<file path="config.mk">
export PLATFORM = sky130hd
export DESIGN_NAME = de_morgan_sweep_ctrl
export DESIGN_NICKNAME = d
export VERILOG_FILES = /design/src/rtl/de_morgan_pkg.sv /design/src/rtl/de_morgan_sweep_ctrl_settle_counter.sv /design/src/rtl/de_morgan_sweep_ctrl.sv
export SDC_FILE = /design/constraint.sdc
export NUM_CORES = 1
export LEC_CHECK = 0
export ABC_AREA = 0
export BUFFER_PORTS_ARGS = -buffer_cell sky130_fd_sc_hd__buf_2
export CORE_ASPECT_RATIO = 0.5
export CORE_UTILIZATION = 35
export CTS_CLUSTER_SIZE = 8
export DETAILED_ROUTE_END_ITERATION = 6
export GPL_TIMING_DRIVEN = 0
export SYNTH_ARGS = -nofsm -noshare
export SYNTH_HDL_FRONTEND = slang
export SYNTH_SLANG_ARGS = --single-unit
</file>
<file path="constraint.sdc">
create_clock -name clk -period 1.4 [get_ports clk]
set_input_delay 0.07 -clock clk [delete_from_list [all_inputs] [get_ports clk]]
set_output_delay 0.07 -clock clk [all_outputs]
set_load 0.02 [all_outputs]
</file>
<file path="src/rtl/de_morgan_pkg.sv">
// Shared types and sizes for the De Morgan gate sweep controller.
// State encodings, vector count and counter widths.
package de_morgan_pkg;

  typedef enum logic [1:0] {
    IDLE   = 2'd0,
    DRIVE  = 2'd1,
    SAMPLE = 2'd2,
    DONE   = 2'd3
  } state_t;

  localparam int NUM_VECTORS = 4;
  localparam int IDX_W       = 2;
  localparam int ERR_W       = 3;
  localparam int CNT_W       = 4;

endpackage

</file>
<file path="src/rtl/de_morgan_sweep_ctrl_settle_counter.sv">
// Settle-time counter: counts 0..SETTLE-1 while enabled.
// Flags the terminal count and wraps to 0 on it.
module settle_counter
  import de_morgan_pkg::*;
#(
  parameter int SETTLE = 2
) (
  input  logic clk,
  input  logic rst_n,
  input  logic clear,
  input  logic en,
  output logic tc
);

  localparam logic [CNT_W-1:0] LAST = CNT_W'(SETTLE - 1);

  logic [CNT_W-1:0] cnt;

  assign tc = (cnt == LAST);

  always_ff @(posedge clk or negedge rst_n) begin
    if (!rst_n) begin
      cnt <= '0;
    end else if (clear) begin
      cnt <= '0;
    end else if (en) begin
      if (tc) cnt <= '0;
      else    cnt <= cnt + 1'b1;
    end
  end

endmodule

</file>
<file path="src/rtl/de_morgan_sweep_ctrl.sv">
// Drives all four {a,b} vectors into a NOR-form gate pair and
// checks both outputs against ~a&~b, reporting pass/err/first fail.
module de_morgan_sweep_ctrl
  import de_morgan_pkg::*;
#(
  parameter int SETTLE = 2
) (
  input  logic             clk,
  input  logic             rst_n,
  input  logic             start,
  input  logic             c_in,
  input  logic             d_in,
  output logic             a_out,
  output logic             b_out,
  output logic             busy,
  output logic             done,
  output logic             pass,
  output logic [ERR_W-1:0] err_cnt,
  output logic [IDX_W-1:0] fail_idx
);

  localparam logic [IDX_W-1:0] LAST_IDX = IDX_W'(NUM_VECTORS - 1);
  localparam logic [ERR_W-1:0] MAX_ERR  = ERR_W'(NUM_VECTORS);

  state_t           state;
  logic [IDX_W-1:0] idx;
  logic [IDX_W-1:0] idx_nxt;
  logic             settle_tc;
  logic             expect_v;
  logic             vec_fail;

  assign idx_nxt  = idx + 1'b1;
  assign expect_v = ~idx[1] & ~idx[0];
  assign vec_fail = (c_in != expect_v) | (d_in != expect_v);

  settle_counter #(.SETTLE(SETTLE)) u_settle (
    .clk   (clk),
    .rst_n (rst_n),
    .clear (state == IDLE),
    .en    (state == DRIVE),
    .tc    (settle_tc)
  );

  always_ff @(posedge clk or negedge rst_n) begin
    if (!rst_n) begin
      state    <= IDLE;
      idx      <= '0;
      err_cnt  <= '0;
      fail_idx <= '0;
      pass     <= 1'b0;
      done     <= 1'b0;
      busy     <= 1'b0;
      a_out    <= 1'b0;
      b_out    <= 1'b0;
    end else begin
      done <= 1'b0;
      unique case (state)
        IDLE: begin
          if (start) begin
            state    <= DRIVE;
            idx      <= '0;
            err_cnt  <= '0;
            fail_idx <= '0;
            pass     <= 1'b0;
            busy     <= 1'b1;
            a_out    <= 1'b0;
            b_out    <= 1'b0;
          end
        end
        DRIVE: begin
          if (settle_tc) state <= SAMPLE;
        end
        SAMPLE: begin
          if (vec_fail && err_cnt != MAX_ERR) begin
            if (err_cnt == '0) fail_idx <= idx;
            err_cnt <= err_cnt + 1'b1;
          end
          if (idx == LAST_IDX) begin
            state <= DONE;
            a_out <= 1'b0;
            b_out <= 1'b0;
          end else begin
            state <= DRIVE;
            idx   <= idx_nxt;
            a_out <= idx_nxt[1];
            b_out <= idx_nxt[0];
          end
        end
        DONE: begin
          done  <= 1'b1;
          pass  <= (err_cnt == '0);
          busy  <= 1'b0;
          state <= IDLE;
        end
        default: state <= IDLE;
      endcase
    end
  end

endmodule

</file>
==> results.sh <==
export IMPL_status="completed"
export IMPL_r2r_start="state[1]$_DFFE_PN0P_"
export IMPL_wl_per_cell_um=12.76
export IMPL_cts_sinks=18
export IMPL_synth_ff_latch_count=18
export IMPL_dieArea_um2=2949
export IMPL_grt_max_degree=19
export IMPL_utilization_pct=49.63
export IMPL_antenna_cells=0
export IMPL_core_area_um2=2387
export IMPL_num_vias=722
export IMPL_peakVddDrop_mv=0.5833
export IMPL_syn_nets=103
export IMPL_final_max_slew_viol_count=0
export IMPL_hold_path_class="primary input to flop"
export IMPL_rsz0062_at_grt="false"
export IMPL_path_clk_slew_ns=0.07
export IMPL_timing_max_cap_violations=0
export IMPL_drc=0
export IMPL_r2r_end="err_cnt[2]$_DFFE_PN0P_"
export IMPL_yosysTopAreaCellShare_pct=47.24
export IMPL_netlist_area_um2=953.4
export IMPL_relSlewSlack_pct=71.75
export IMPL_power_leakage_uw=0.0005715
export IMPL_synth_edff_count=0
export IMPL_layout_setup_ws_ns=0.05972
export IMPL_grt_usage_pct=15.39
export IMPL_antenna_found_initial=0
export IMPL_drt_antenna_violating_nets=0
export IMPL_critPathMaxFanout=10
export IMPL_yosysTopAreaCell="dfrtp_1"
export IMPL_fmax_mhz=746.1
export IMPL_holdPathEnd="busy$_DFFE_PN0P_"
export IMPL_num_rows=12
export IMPL_dp_hpwl_um=1371
export IMPL_tightest_slew_ns=0.4237
export IMPL_num_io_pins=15
export IMPL_viasPerCell=4.878
export IMPL_fp_dieH_um=38.91
export IMPL_finalCriticalPeriod_ns=1.340
export IMPL_clock_root_buffer="clkbuf_8"
export IMPL_syn_inst=92
export IMPL_fp_dieW_um=75.81
export IMPL_dpl_worst_slack_ns=-0.1116
export IMPL_ys_seq_area_share_pct=47.24
export IMPL_final_nets=125
export IMPL_worstHoldPathCells=3
export IMPL_synth_area_leaders="dfrtp_1, ha_1, nand2_1"
export IMPL_drtPass1Iterations=4
export IMPL_ys_flop_type="dfrtp_1"
export IMPL_synth_cell_type_count=30
export IMPL_min_from="start"
export IMPL_finalSetupViolCount=0
export IMPL_area_growth_pct=24.28
export IMPL_start_util_pct=39.94
export IMPL_cts_buffers=3
export IMPL_synth_most_common_cell="dfrtp_1"
export IMPL_first_global_vias=641
export IMPL_htreeDepth=1
export IMPL_cp_arrival_ns=1.49
export IMPL_clock_tree_buffer_depth=2
export IMPL_tritoncts="done"
export IMPL_cp_required_ns=1.55
export IMPL_finalCritPeriodShare_pct=95.73
export IMPL_end_kind="flop"
export IMPL_drtIter0Drc=38
export IMPL_reg2reg_slack_ns=0.06
export IMPL_overflow=0
export IMPL_clock_latency_ns=0.25
export IMPL_path_class="flop to flop"
export IMPL_gp_congestion=0.6941
export IMPL_fillerInstances=229
export IMPL_skew_ns=0.001774
export IMPL_p_per_area_nw_per_um2=1887
export IMPL_reg2reg_depth=4
export IMPL_ys_warn_count=0
export IMPL_grt_pass1_wl_um=3063
export IMPL_synthTopCellsByCount="dfrtp_1, nand2_1, inv_1, ha_1, o21ai_0"
export IMPL_drive_gt1_share_pct=30.09
export IMPL_hold_viol=0
export IMPL_async_flop_share_pct=100.0
export IMPL_wirelength_um=1889
export IMPL_portBuffers=14
export IMPL_startpoint_type="flop"
export IMPL_syn_avg_cell_area_um2=10.36
## timing repair
| action | 4_1_cts | 5_1_grt |
|---|---|---|
| endpoints found under the hold margin | 18 | 0 |
| setup buffers | 2 | 0 |
| pin swaps | 3 | 1 |
| endpoints found under the setup margin | 5 | 4 |
| hold buffers | 1 | 0 |
| gates resized for setup | 3 | 2 |
## through the flow
step	instances	TNS, ns	total power, uW	hold slack [ns]	instance area (um^2)
floorplan	92	0	1472	-0.2256	967.2
CTS	148	0	2227	0.1752	1172
global route	148	0	2421	0.1856	1185
global placement	141	-0.2846	1698	0.02629	1081
finish	148	0	2236	0.1758	1185
detailed placement	141	-0.4046	1730	0.03202	1081
## layer usage
layer | GRT usage, % | wire (um)
met4 | 4.167 | 13
met1 | 18.45 | 889
met3 | 5.469 | 69
met2 | 26.55 | 916
met5 | 0 | 0
## cells by family after synthesis
| kind of cell | after synthesis | share of synthesized area, % |
|---|---|---|
| buffers and inverters | 10 | 5.906 |
| adder cells (fa/ha/maj) | 6 | 7.874 |
| flip-flops | 18 | 47.24 |
| AND/OR/NAND/NOR | 35 | 20.47 |
| AO/OA/AOI/OAI | 19 | 14.30 |
| multiplexers | 4 | 4.200 |
## critical path, stage by stage (launching register included)
cell and delay [ns]:
dfrtp_1 0.40, buf_6 0.15, or3b_4 0.40, and2_4 0.17
o2bb2ai_2 0.10
## power by group
part	leakage (uW)	switching (uW)	total [uW]	internal [uW]
clock	0.0000288	176	426	250
combinational	0.000304	579	1030	450
sequential	0.000239	108	782	674
## how the worst max path moves through the flow
stage | from | end | slack, ns | depth (start not counted)
after floorplan | idx[0]$_DFFE_PN0P_ | fail_idx[0]$_DFFE_PN0P_ | 0.01 | 5
after global placement | idx[0]$_DFFE_PN0P_ | fail_idx[0]$_DFFE_PN0P_ | -0.08 | 5
after detailed placement | idx[0]$_DFFE_PN0P_ | fail_idx[1]$_DFFE_PN0P_ | -0.11 | 5
after CTS | idx[0]$_DFFE_PN0P_ | err_cnt[1]$_DFFE_PN0P_ | 0.0002 | 5
after global routing | err_cnt[0]$_DFFE_PN0P_ | fail_idx[0]$_DFFE_PN0P_ | 0.0006 | 5
final | state[1]$_DFFE_PN0P_ | err_cnt[2]$_DFFE_PN0P_ | 0.06 | 4
## flip-flops by register name, indices dropped and copies added, names as in the netlist
signal        flops
state             2
idx               2
busy              1
done              1
u_settle.cnt      4
fail_idx          2
b_out             1
pass              1
a_out             1
err_cnt           3
## cell usage in the layout, fill, tap and decap left out, drive strengths merged
| cell type | instances |
|---|---|
| a22oi | 1 |
| a21bo | 1 |
| and2b | 1 |
| buf | 19 |
| nand4 | 4 |
| or2 | 1 |
| and2 | 1 |
| o21bai | 1 |
| o2bb2ai | 2 |
| a21oi | 3 |
| nand2b | 2 |
| mux2i | 4 |
| nand3 | 3 |
| nand2 | 12 |
| o22ai | 2 |
| nor2 | 4 |
| ha | 6 |
| or3 | 1 |
| clkbuf | 4 |
| dlygate4sd3 | 1 |
| a22o | 2 |
| nor3 | 1 |
| o21ai | 5 |
| o211ai | 1 |
| or3b | 1 |
| nor2b | 4 |
| a32o | 1 |
| inv | 7 |
| dfrtp | 18 |
## final cells by class
| class | count | area, um^2 | area share [%] |
|---|---|---|---|
| Inverter | 7 | 26.28 | 2.218 |
| Buffer | 3 | 30.03 | 2.534 |
| Tap cell | 35 | 43.79 | 3.696 |
| Multi-Input combinational cell | 64 | 484.2 | 40.87 |
| Timing Repair Buffer | 17 | 95.09 | 8.025 |
| Clock buffer | 4 | 55.05 | 4.646 |
| Sequential cell | 18 | 450.4 | 38.01 |
Note: power is estimated with default switching activity, not from simulation.
